### src/rtl/sd_blk_rx_if.sv
// Bus between the SD block receiver, its controller and the sector RAM write port.
// The receiver connects through the slave modport; the controller side uses master.
interface sd_blk_rx_if #(
  parameter int unsigned ADDR_BITS = 9,
  parameter int unsigned DATA_BITS = 8
);
  logic                 start;
  logic                 bit_en;
  logic                 dat_in;
  logic                 ram_wr;
  logic [ADDR_BITS-1:0] ram_addr;
  logic [DATA_BITS-1:0] ram_data;
  logic                 busy;
  logic                 done;
  logic                 crc_ok;
  logic                 timeout;

  modport master (
    output start, bit_en, dat_in,
    input  ram_wr, ram_addr, ram_data, busy, done, crc_ok, timeout
  );

  modport slave (
    input  start, bit_en, dat_in,
    output ram_wr, ram_addr, ram_data, busy, done, crc_ok, timeout
  );
endinterface

### src/rtl/sd_blk_rx.sv
// SD single-bit data block receiver: start bit, 1<<ADDR_BITS bytes MSB-first,
// CRC16 and end bit; each byte is written to the sector RAM as it completes.
module sd_blk_rx #(
  parameter int unsigned              ADDR_BITS    = 9,
  parameter int unsigned              DATA_BITS    = 8,
  parameter int unsigned              TIMEOUT_BITS = 16,
  parameter logic [TIMEOUT_BITS-1:0]  TIMEOUT_VAL  = 16'hFFFF
) (
  input logic         clk,
  input logic         rst_n,
  sd_blk_rx_if.slave  bus
);

  typedef enum logic [2:0] {
    S_IDLE,
    S_WAIT_START,
    S_DATA,
    S_CRC,
    S_END_BIT
  } state_t;

  localparam logic [3:0] BIT_LAST = 4'(DATA_BITS - 1);
  localparam logic [3:0] CRC_LAST = 4'd15;

  state_t                  r_state;
  state_t                  w_state_nxt;
  logic [DATA_BITS-1:0]    r_shift;
  logic [3:0]              r_bitcnt;
  logic [ADDR_BITS-1:0]    r_idx;
  logic [15:0]             r_crc;
  logic [15:0]             r_rx_crc;
  logic [TIMEOUT_BITS-1:0] r_tcnt;
  logic                    r_byte_rdy;
  logic                    r_end_seen;
  logic                    r_end_bit;
  logic                    r_wr;
  logic [ADDR_BITS-1:0]    r_ram_addr;
  logic [DATA_BITS-1:0]    r_ram_data;
  logic                    r_done;
  logic                    r_crc_ok;
  logic                    r_timeout;

  logic                    w_arm;
  logic                    w_shift;
  logic                    w_wr_fire;
  logic                    w_rxcrc_shift;
  logic                    w_end_sample;
  logic                    w_done_fire;
  logic                    w_tmo_cnt;
  logic                    w_tmo_fire;
  logic [TIMEOUT_BITS-1:0] w_tcnt_inc;
  logic                    w_crc_fb;
  logic [15:0]             w_crc_nxt;

  assign w_tcnt_inc = r_tcnt + 1'b1;
  assign w_crc_fb   = r_crc[15] ^ bus.dat_in;
  assign w_crc_nxt  = {r_crc[14:0], 1'b0} ^ (w_crc_fb ? 16'h1021 : 16'h0000);

  always_ff @(posedge clk or negedge rst_n) begin
    if (!rst_n) r_state <= S_IDLE;
    else        r_state <= w_state_nxt;
  end

  // Byte and end-bit completions are flagged on the sampling edge and acted
  // on one clk later, giving the fixed one-clk write/done latency.
  always_comb begin
    w_state_nxt   = r_state;
    w_arm         = 1'b0;
    w_shift       = 1'b0;
    w_wr_fire     = 1'b0;
    w_rxcrc_shift = 1'b0;
    w_end_sample  = 1'b0;
    w_done_fire   = 1'b0;
    w_tmo_cnt     = 1'b0;
    w_tmo_fire    = 1'b0;
    case (r_state)
      S_IDLE: begin
        if (bus.start) begin
          w_arm       = 1'b1;
          w_state_nxt = S_WAIT_START;
        end
      end
      S_WAIT_START: begin
        if (bus.bit_en) begin
          if (!bus.dat_in) begin
            w_state_nxt = S_DATA;
          end else begin
            w_tmo_cnt = 1'b1;
            if (w_tcnt_inc == TIMEOUT_VAL) begin
              w_tmo_fire  = 1'b1;
              w_state_nxt = S_IDLE;
            end
          end
        end
      end
      S_DATA: begin
        if (r_byte_rdy) begin
          w_wr_fire = 1'b1;
          if (r_idx == '1) w_state_nxt = S_CRC;
        end
        if (bus.bit_en) w_shift = 1'b1;
      end
      S_CRC: begin
        if (bus.bit_en) begin
          w_rxcrc_shift = 1'b1;
          if (r_bitcnt == CRC_LAST) w_state_nxt = S_END_BIT;
        end
      end
      S_END_BIT: begin
        if (r_end_seen) begin
          w_done_fire = 1'b1;
          w_state_nxt = S_IDLE;
        end else if (bus.bit_en) begin
          w_end_sample = 1'b1;
        end
      end
      default: w_state_nxt = S_IDLE;
    endcase
  end

  always_ff @(posedge clk or negedge rst_n) begin
    if (!rst_n) begin
      r_shift    <= '0;
      r_bitcnt   <= '0;
      r_idx      <= '0;
      r_crc      <= '0;
      r_rx_crc   <= '0;
      r_tcnt     <= '0;
      r_byte_rdy <= 1'b0;
      r_end_seen <= 1'b0;
      r_end_bit  <= 1'b0;
      r_wr       <= 1'b0;
      r_ram_addr <= '0;
      r_ram_data <= '0;
      r_done     <= 1'b0;
      r_crc_ok   <= 1'b0;
      r_timeout  <= 1'b0;
    end else begin
      r_wr      <= w_wr_fire;
      r_done    <= w_done_fire;
      r_timeout <= w_tmo_fire;
      if (w_arm) begin
        r_crc      <= '0;
        r_rx_crc   <= '0;
        r_idx      <= '0;
        r_tcnt     <= '0;
        r_bitcnt   <= '0;
        r_crc_ok   <= 1'b0;
        r_byte_rdy <= 1'b0;
        r_end_seen <= 1'b0;
        r_end_bit  <= 1'b0;
      end
      if (w_tmo_cnt) r_tcnt <= w_tcnt_inc;
      // RAM stores at addr-1, so byte k is presented at k+1 (wrapping).
      if (w_wr_fire) begin
        r_byte_rdy <= 1'b0;
        r_ram_data <= r_shift;
        r_ram_addr <= r_idx + 1'b1;
        r_idx      <= r_idx + 1'b1;
      end
      if (w_shift) begin
        r_shift <= {r_shift[DATA_BITS-2:0], bus.dat_in};
        r_crc   <= w_crc_nxt;
        if (r_bitcnt == BIT_LAST) begin
          r_bitcnt   <= '0;
          r_byte_rdy <= 1'b1;
        end else begin
          r_bitcnt <= r_bitcnt + 1'b1;
        end
      end
      if (w_rxcrc_shift) begin
        r_rx_crc <= {r_rx_crc[14:0], bus.dat_in};
        r_bitcnt <= (r_bitcnt == CRC_LAST) ? '0 : r_bitcnt + 1'b1;
      end
      if (w_end_sample) begin
        r_end_bit  <= bus.dat_in;
        r_end_seen <= 1'b1;
      end
      if (w_done_fire) begin
        r_end_seen <= 1'b0;
        r_crc_ok   <= (r_rx_crc == r_crc) && r_end_bit;
      end
    end
  end

  assign bus.ram_wr   = r_wr;
  assign bus.ram_addr = r_ram_addr;
  assign bus.ram_data = r_ram_data;
  assign bus.busy     = (r_state != S_IDLE);
  assign bus.done     = r_done;
  assign bus.crc_ok   = r_crc_ok;
  assign bus.timeout  = r_timeout;

endmodule

### src/flat_wrapper.sv
// flat-port wrapper written by rule: the top's interface ports become plain ports
module sd_blk_rx_flat 
#(
  parameter int unsigned              ADDR_BITS    = 9,
  parameter int unsigned              DATA_BITS    = 8,
  parameter int unsigned              TIMEOUT_BITS = 16,
  parameter logic [TIMEOUT_BITS-1:0]  TIMEOUT_VAL  = 16'hFFFF
)
  (clk, rst_n, bus_start, bus_bit_en, bus_dat_in, bus_ram_wr, bus_ram_addr, bus_ram_data, bus_busy, bus_done, bus_crc_ok, bus_timeout);
  sd_blk_rx_if #(.ADDR_BITS(ADDR_BITS), .DATA_BITS(DATA_BITS)) bus_i ();
  input logic clk;
  input logic rst_n;
  input wire logic [$bits(bus_i.start)-1:0] bus_start;
  input wire logic [$bits(bus_i.bit_en)-1:0] bus_bit_en;
  input wire logic [$bits(bus_i.dat_in)-1:0] bus_dat_in;
  output wire logic [$bits(bus_i.ram_wr)-1:0] bus_ram_wr;
  output wire logic [$bits(bus_i.ram_addr)-1:0] bus_ram_addr;
  output wire logic [$bits(bus_i.ram_data)-1:0] bus_ram_data;
  output wire logic [$bits(bus_i.busy)-1:0] bus_busy;
  output wire logic [$bits(bus_i.done)-1:0] bus_done;
  output wire logic [$bits(bus_i.crc_ok)-1:0] bus_crc_ok;
  output wire logic [$bits(bus_i.timeout)-1:0] bus_timeout;
  assign bus_i.start = bus_start;
  assign bus_i.bit_en = bus_bit_en;
  assign bus_i.dat_in = bus_dat_in;
  assign bus_ram_wr = bus_i.ram_wr;
  assign bus_ram_addr = bus_i.ram_addr;
  assign bus_ram_data = bus_i.ram_data;
  assign bus_busy = bus_i.busy;
  assign bus_done = bus_i.done;
  assign bus_crc_ok = bus_i.crc_ok;
  assign bus_timeout = bus_i.timeout;
  sd_blk_rx #(.ADDR_BITS(ADDR_BITS), .DATA_BITS(DATA_BITS), .TIMEOUT_BITS(TIMEOUT_BITS), .TIMEOUT_VAL(TIMEOUT_VAL)) u_core (.clk(clk), .rst_n(rst_n), .bus(bus_i));
endmodule
### config.mk
export PLATFORM = sky130hd
export DESIGN_NAME = sd_blk_rx_flat
export DESIGN_NICKNAME = d
export VERILOG_FILES = /design/src/rtl/sd_blk_rx_if.sv /design/src/rtl/sd_blk_rx.sv /design/src/flat_wrapper.sv
export SDC_FILE = /design/constraint.sdc
export NUM_CORES = 1
export LEC_CHECK = 0
export CORE_AREA = 2 2 127 129
export CTS_CLUSTER_DIAMETER = 120
export DETAILED_ROUTE_END_ITERATION = 8
export DIE_AREA = 0 0 129 131
export GPL_TIMING_DRIVEN = 0
export MAX_ROUTING_LAYER = met4
export PLACE_DENSITY_LB_ADDON = 0.12
export SETUP_SLACK_MARGIN = 0.15
export SLEW_MARGIN = 20
export SYNTH_ARGS = -nofsm -noshare
export SYNTH_HDL_FRONTEND = slang
export SYNTH_SLANG_ARGS = --single-unit
### constraint.sdc
create_clock -name clk -period 2 [get_ports clk]
set_input_delay 0.4 -clock clk [delete_from_list [all_inputs] [get_ports clk]]
set_output_delay 0.4 -clock clk [all_outputs]
set_load 0.01 [all_outputs]
==> flow_summary.ini, run 1 <==
[global_routing]
grt_pass1_vias = 3299
grt_max_degree = 76
grt_pass1_wl_um = 17200
overflow = 0
grt.total_usage_pct = 13.3
antenna_found_initial = 0

[clock_network]
cts-htree-levels = 3
numCtsBuffers = 9
clk_latency_ns = 0.34
cts_tree = yes
clk_path_buf_depth = 2
clkTransAtPathRegs_ns = 0.07
clock_sinks = 96
cts-root-buf = clkbuf_16

[critical_path]
start_kind = flip-flop
path_class = reg -> reg
crit_top_cell = and4_1
r2r_slack_ns = 0.05
crit_path_cell_trace = ha_4, and4_1, buf_6, and4_1, nor4_2, nand4_1, o21bai_2, a221oi_2
rr_startpoint = u_core.r_tcnt[1]
cp.required_ns = 2.22
worst_path_max_delay_cell = dfrtp_1
crit_path_end_kind = flip-flop
critPathArrivalTime_ns = 2.17
crit_fanout = 6
worstRegToRegCells = 8
timing.rr.end = u_core.r_state[0]
max_stage_delay_ns = 0.42

[floorplan]
num_rows = 46
core_area_um2 = 15600
die_w_um = 129
pin_count = 27
start_util_pct = 29.5
die_y_um = 131
die_area_um2 = 16900

[synth]
synth_cell_types = 47
synthFlopType = dfrtp_1
synth_top_cell_area_share_pct = 52.2
synthCells = 446
synth.most_common_cell = dfrtp_1
ys_ff_latch = 96
synth_edf_count = 0
syn_area_per_cell_um2 = 10.3
synthTopCellsByArea = dfrtp_1 52%, a22o_1 6.3%, nand2_1 5.7%
synthTopCellsByCount = 96 x dfrtp_1, 70 x nand2_1, 37 x o21ai_0
yosysWarnings = 0
synth_area_um2 = 4600
ys_seq_area_share_pct = 52.2
yosysTopAreaCell = dfrtp_1
syn_nets = 456
async_flop_share_pct = 100

[pwr]
combPwrFrac_pct = 29.8
power.net_switching_mw = 2.30
leakage_nw = 2.62
pwr-share-seq_pct = 44.2
internal-power_mw = 4.63
powerDensity_nw_per_um2 = 1210
clkPwrFrac_pct = 26.1
switching_share_pct = 33.2
power_mw = 6.93
vdd_drop_max_mv = 0.487

[sta]
period_needed_ns = 1.95
finalCritPeriodShare_pct = 97.5
rsz0062_at_grt = true
slew_headroom_pct = 71.9
fmax_mhz = 513
slew_viol_final = 0
final-setup-viol-count = 0
final.setup.worst_slack_ns = 0.0495
hold_viol_final = 0
clock-skew-final_ns = 0.00541
tightest_slew_ns = 0.421

[finish]
antenna_cells = 0
fin_util_pct = 36.7
fin_nets = 511
fillers = 1570
area_growth_pct = 24.5
drive_above_1_share_pct = 18.6

[detailed_routing]
ant_nets = 0
drt_pre_antenna_iters = 4
wl_per_cell_um = 14.3
wirelength_um = 10300
vias_per_cell = 4.76
vias = 3434
drc = 0
first_iter_violations = 189

[min_path]
hp-class = in -> async

[placed_design]
hpwl_um = 6910
place_ws_ns = -0.587
port_buffers = 26
gp_congestion = 0.764

[job]
maxCapViolCount = 0

[status]
status = completed
[worst max path at each step]
stage / end / start / cells after the start / slack (ns)
detailed placement: u_core.r_tcnt[5] / bus_dat_in / 7 / -0.59
floorplan: u_core.r_state[0] / u_core.r_tcnt[0] / 8 / 0.15
CTS: u_core.r_state[0] / u_core.r_tcnt[0] / 8 / 0.03
finish: u_core.r_state[0] / u_core.r_tcnt[1] / 8 / 0.05
global placement: u_core.r_rx_crc[3] / rst_n / 1 / -3.34
global route: u_core.r_state[0] / u_core.r_tcnt[1] / 8 / -0.05
[placed cells by master, fill, tap and decap left out, types with 11 or more instances in the layout]
| cell | synthesis | routed |
|---|---|---|
| nand3_1 | 12 | 11 |
| buf_4 | 2 | 16 |
| a22o_1 | 33 | 33 |
| nand2_1 | 70 | 70 |
| xor2_1 | 18 | 18 |
| nor2_1 | 17 | 17 |
| o21ai_0 | 37 | 37 |
| dfrtp_1 | 96 | 94 |
| clkdlybuf4s50_1 | 0 | 22 |
| buf_6 | 6 | 11 |
| o21ai_1 | 15 | 14 |
[power groups by stage]
stage	sequential, mW	combinational, mW	clock [mW]
4_1_cts	3.06	2.02	1.88
3_5_place_dp	3.09	1.96	0
6_report	3.06	2.06	1.81
3_3_place_gp	3.09	1.93	0
5_1_grt	3.15	2.32	1.96
2_1_floorplan	3.01	1.34	0
[cell families (layout without fill, tap and decap cells)]
| kind of cell | count (synthesis) | in the layout | share of synthesized area, % |
|---|---|---|---|
| buffers and inverters | 32 | 92 | 4.03 |
| adder cells (fa/ha/maj) | 5 | 5 | 1.36 |
| flip-flops | 96 | 96 | 52.2 |
| AND/OR/NAND/NOR | 159 | 159 | 18.1 |
| multiplexers | 9 | 9 | 2.20 |
| XOR/XNOR | 27 | 27 | 5.14 |
| AO/OA/AOI/OAI | 118 | 118 | 17.0 |
[stage by stage]
stage | area (um2) | hold slack, ns | cells | setup TNS [ns]
2_1_floorplan | 4600 | 0.104 | 446 | 0
6_report | 5730 | 0.465 | 722 | 0
3_3_place_gp | 5130 | 0.453 | 688 | -335.17
4_1_cts | 5550 | 0.465 | 710 | 0
3_5_place_dp | 5160 | 0.272 | 689 | -14.76
5_1_grt | 5730 | 0.479 | 722 | -0.0988
[timing repair]
action / 4_1_cts / 5_1_grt
endpoints found under the setup margin: 44 / 60
buffers inserted: 4 / 12
hold buffers: 1 / 0
hold endpoints to repair: 21 / 0
resized for setup: 12 / 22
pin swaps: 8 / 5
[sequential cells by signal, summed over array words and instances, names as in the netlist]
name,count
u_core.r_tcnt,16
u_core.bus.crc_ok,1
u_core.r_shift,8
u_core.r_byte_rdy,1
u_core.r_idx,9
u_core.bus.ram_data,8
u_core.bus.timeout,1
u_core.bus.ram_addr,9
u_core.r_end_seen,1
u_core.bus.ram_wr,1
u_core.r_bitcnt,4
u_core.r_crc,16
u_core.r_rx_crc,16
u_core.r_end_bit,1
u_core.r_state,3
u_core.bus.done,1
[per-layer routing]
layer,wire [um],track usage (%),part of all wire [%],up-vias
met1,5230,18.7,51,1676
met5,0,-,0,-
met2,4680,18.9,45,37
met3,254,2.93,2.5,12
met4,129,4.54,1.3,0
li1,-,-,-,1709
[area by class of cell]
cell class / instances / area (um2) / area share (%)
buffer: 25 / 180 / 3.15
clock buffer: 11 / 253 / 4.41
timing repair buffer: 44 / 447 / 7.80
multi-input combinational: 318 / 2080 / 36.4
tap: 216 / 270 / 4.72
sequential: 96 / 2400 / 42.0
inverter: 7 / 26.3 / 0.459
clock inverter: 5 / 63.8 / 1.11
[critical path, delay by kind of cell (launching register included)]
kind / cells / cell delay [ns]
AO/OA/AOI/OAI: 2 / 0.25
adder cells (fa/ha/maj): 1 / 0.17
buffers and inverters: 1 / 0.13
flip-flops: 1 / 0.42
AND/OR/NAND/NOR: 4 / 0.86
No activity file was read; power rests on OpenSTA's default activity.
==> run 2: changes to the inputs <==
--- a/config.mk
+++ b/config.mk
@@ -6,6 +6,7 @@
 export NUM_CORES = 1
 export LEC_CHECK = 0
 export CORE_AREA = 2 2 127 129
+export CTS_BUF_LIST = sky130_fd_sc_hd__clkbuf_8 sky130_fd_sc_hd__clkbuf_16
 export CTS_CLUSTER_DIAMETER = 120
 export DETAILED_ROUTE_END_ITERATION = 8
 export DIE_AREA = 0 0 129 131
@@ -13,7 +14,6 @@
 export MAX_ROUTING_LAYER = met4
 export PLACE_DENSITY_LB_ADDON = 0.12
 export SETUP_SLACK_MARGIN = 0.15
-export SLEW_MARGIN = 20
 export SYNTH_ARGS = -nofsm -noshare
 export SYNTH_HDL_FRONTEND = slang
 export SYNTH_SLANG_ARGS = --single-unit
==> flow_summary.ini, run 2 (synthesized netlist as in run 1, its figures left out) <==
[placed_design]
place_ws_ns = -0.615
gp_congestion = 0.764
dp_cells = 689
port_buffers = 26
placed_cell_area_um2 = 5160
hpwl_um = 6970

[finish]
multi_input_area_um2 = 2070
fin_nets = 509
regArea_um2 = 2400
final_common_cell = dfrtp_1
antenna_cells = 0
final_cells = 720
fillers = 1600
fin_util_pct = 36.4
final_cell_mix = 94 x dfrtp_1, 70 x nand2_1, 37 x o21ai_0
final_area_um2 = 5680
drive_above_1_share_pct = 18.1
top_regs = u_core.r_crc (16), u_core.r_rx_crc (16), u_core.r_tcnt (16)
area_growth_pct = 23.5

[floorplan]
die_y_um = 131
die_area_um2 = 16900
pin_count = 27
die_w_um = 129
core_area_um2 = 15600
num_rows = 46
start_util_pct = 29.5

[sta]
final.setup.worst_slack_ns = 0.0714
final-setup-viol-count = 0
slew_headroom_pct = 55.7
hold_viol_final = 0
fmax_mhz = 519
period_needed_ns = 1.93
whs_ns = 0.0731
slew_viol_final = 0
tightest_slew_ns = 0.664
rsz0062_at_grt = true
finalCritPeriodShare_pct = 96.4
clock-skew-final_ns = 0.00686

[job]
maxCapViolCount = 0

[detailed_routing]
drt_pre_antenna_iters = 4
first_iter_violations = 176
ant_nets = 0
drc = 0
wl_per_cell_um = 14.3
wirelength_um = 10300
vias = 3451
vias_per_cell = 4.79

[critical_path]
timing.rr.end = u_core.r_state[0]
cp.required_ns = 2.23
crit_fanout = 5
crit_path_end_kind = flip-flop
rr_startpoint = u_core.r_tcnt[1]
path_class = reg -> reg
critPathArrivalTime_ns = 2.16
crit_end = u_core.r_state[0]
start_kind = flip-flop
r2r_slack_ns = 0.07
worstRegToRegCells = 8
crit_path_start = u_core.r_tcnt[1]

[global_routing]
grt_max_degree = 50
antenna_found_initial = 0
overflow = 0
grt_pass1_wl_um = 17300
grt.total_usage_pct = 13.4
grt_pass1_vias = 3272

[clock_network]
clk_path_buf_depth = 2
clk_latency_ns = 0.35
cts-root-buf = clkbuf_16
clkTransAtPathRegs_ns = 0.07
clock_sinks = 96
cts-htree-levels = 3
cts_tree = yes
hold_buffers = 0
numCtsBuffers = 9

[status]
status = completed

[pwr]
leakage_nw = 2.61
powerDensity_nw_per_um2 = 1240
vdd_drop_max_mv = 0.590

[min_path]
hp-class = in -> async
run 2: worst min path at each step:
| stage | from | to | cells past startpoint |
|---|---|---|---|
| after floorplan | rst_n | u_core.bus.crc_ok | 0 |
| after global placement | u_core.r_shift[7] | u_core.bus.ram_data[7] | 2 |
| after detailed placement | u_core.r_shift[7] | u_core.bus.ram_data[7] | 2 |
| after CTS | rst_n | u_core.r_tcnt[8] | 1 |
| after global routing | rst_n | u_core.r_tcnt[8] | 1 |
| final | rst_n | u_core.r_tcnt[6] | 1 |
run 2: area by class of cell:
| class | instances | share of cell area (%) |
|---|---|---|
| flip-flops and latches | 96 | 42.3 |
| multi-input cells | 318 | 36.5 |
| repair buffers | 42 | 6.98 |
| well taps | 216 | 4.76 |
| clock buffers | 9 | 3.96 |
| plain buffers | 25 | 3.22 |
| clock inverters | 7 | 1.78 |
| inverters | 7 | 0.462 |
run 2: routing by layer:
layer / part of all wire, % / up-vias / track usage (%)
met5: 0 / - / -
met1: 52 / 1697 / 19.0
met4: 0.88 / 0 / 4.22
met2: 45 / 38 / 18.8
li1: - / 1711 / -
met3: 2.3 / 5 / 3.05
run 2: report_power, final:
part	leakage (nW)	internal [mW]	total (mW)	switching, mW
Sequential	1.29	2.53	3.06	0.530
Clock	0.158	1.11	1.91	0.800
Combinational	1.17	1.05	2.08	1.02
run 2: what timing repair did:
action / in CTS / in global routing
buffers inserted: 6 / 9
pin swaps: 9 / 5
gates resized for setup: 18 / 16
setup endpoints to repair: 42 / 53
endpoints found under the hold margin: 0 / 0
run 2: worst max-delay path: stages, from the launching register on:
cell and delay (ns):
dfrtp_1 0.42, ha_4 0.17, and4_1 0.18, buf_6 0.12
and4_1 0.17, nor4_2 0.28, nand4_1 0.22, o21bai_2 0.18
a221oi_2 0.07
run 2: metrics by stage:
stage,power (mW),setup TNS [ns]
final,7.05,0
after global routing,7.54,-0.0379
after CTS,7.09,0
after detailed placement,5.06,-15.44
after global placement,5.02,-335.17
after floorplan,4.35,0
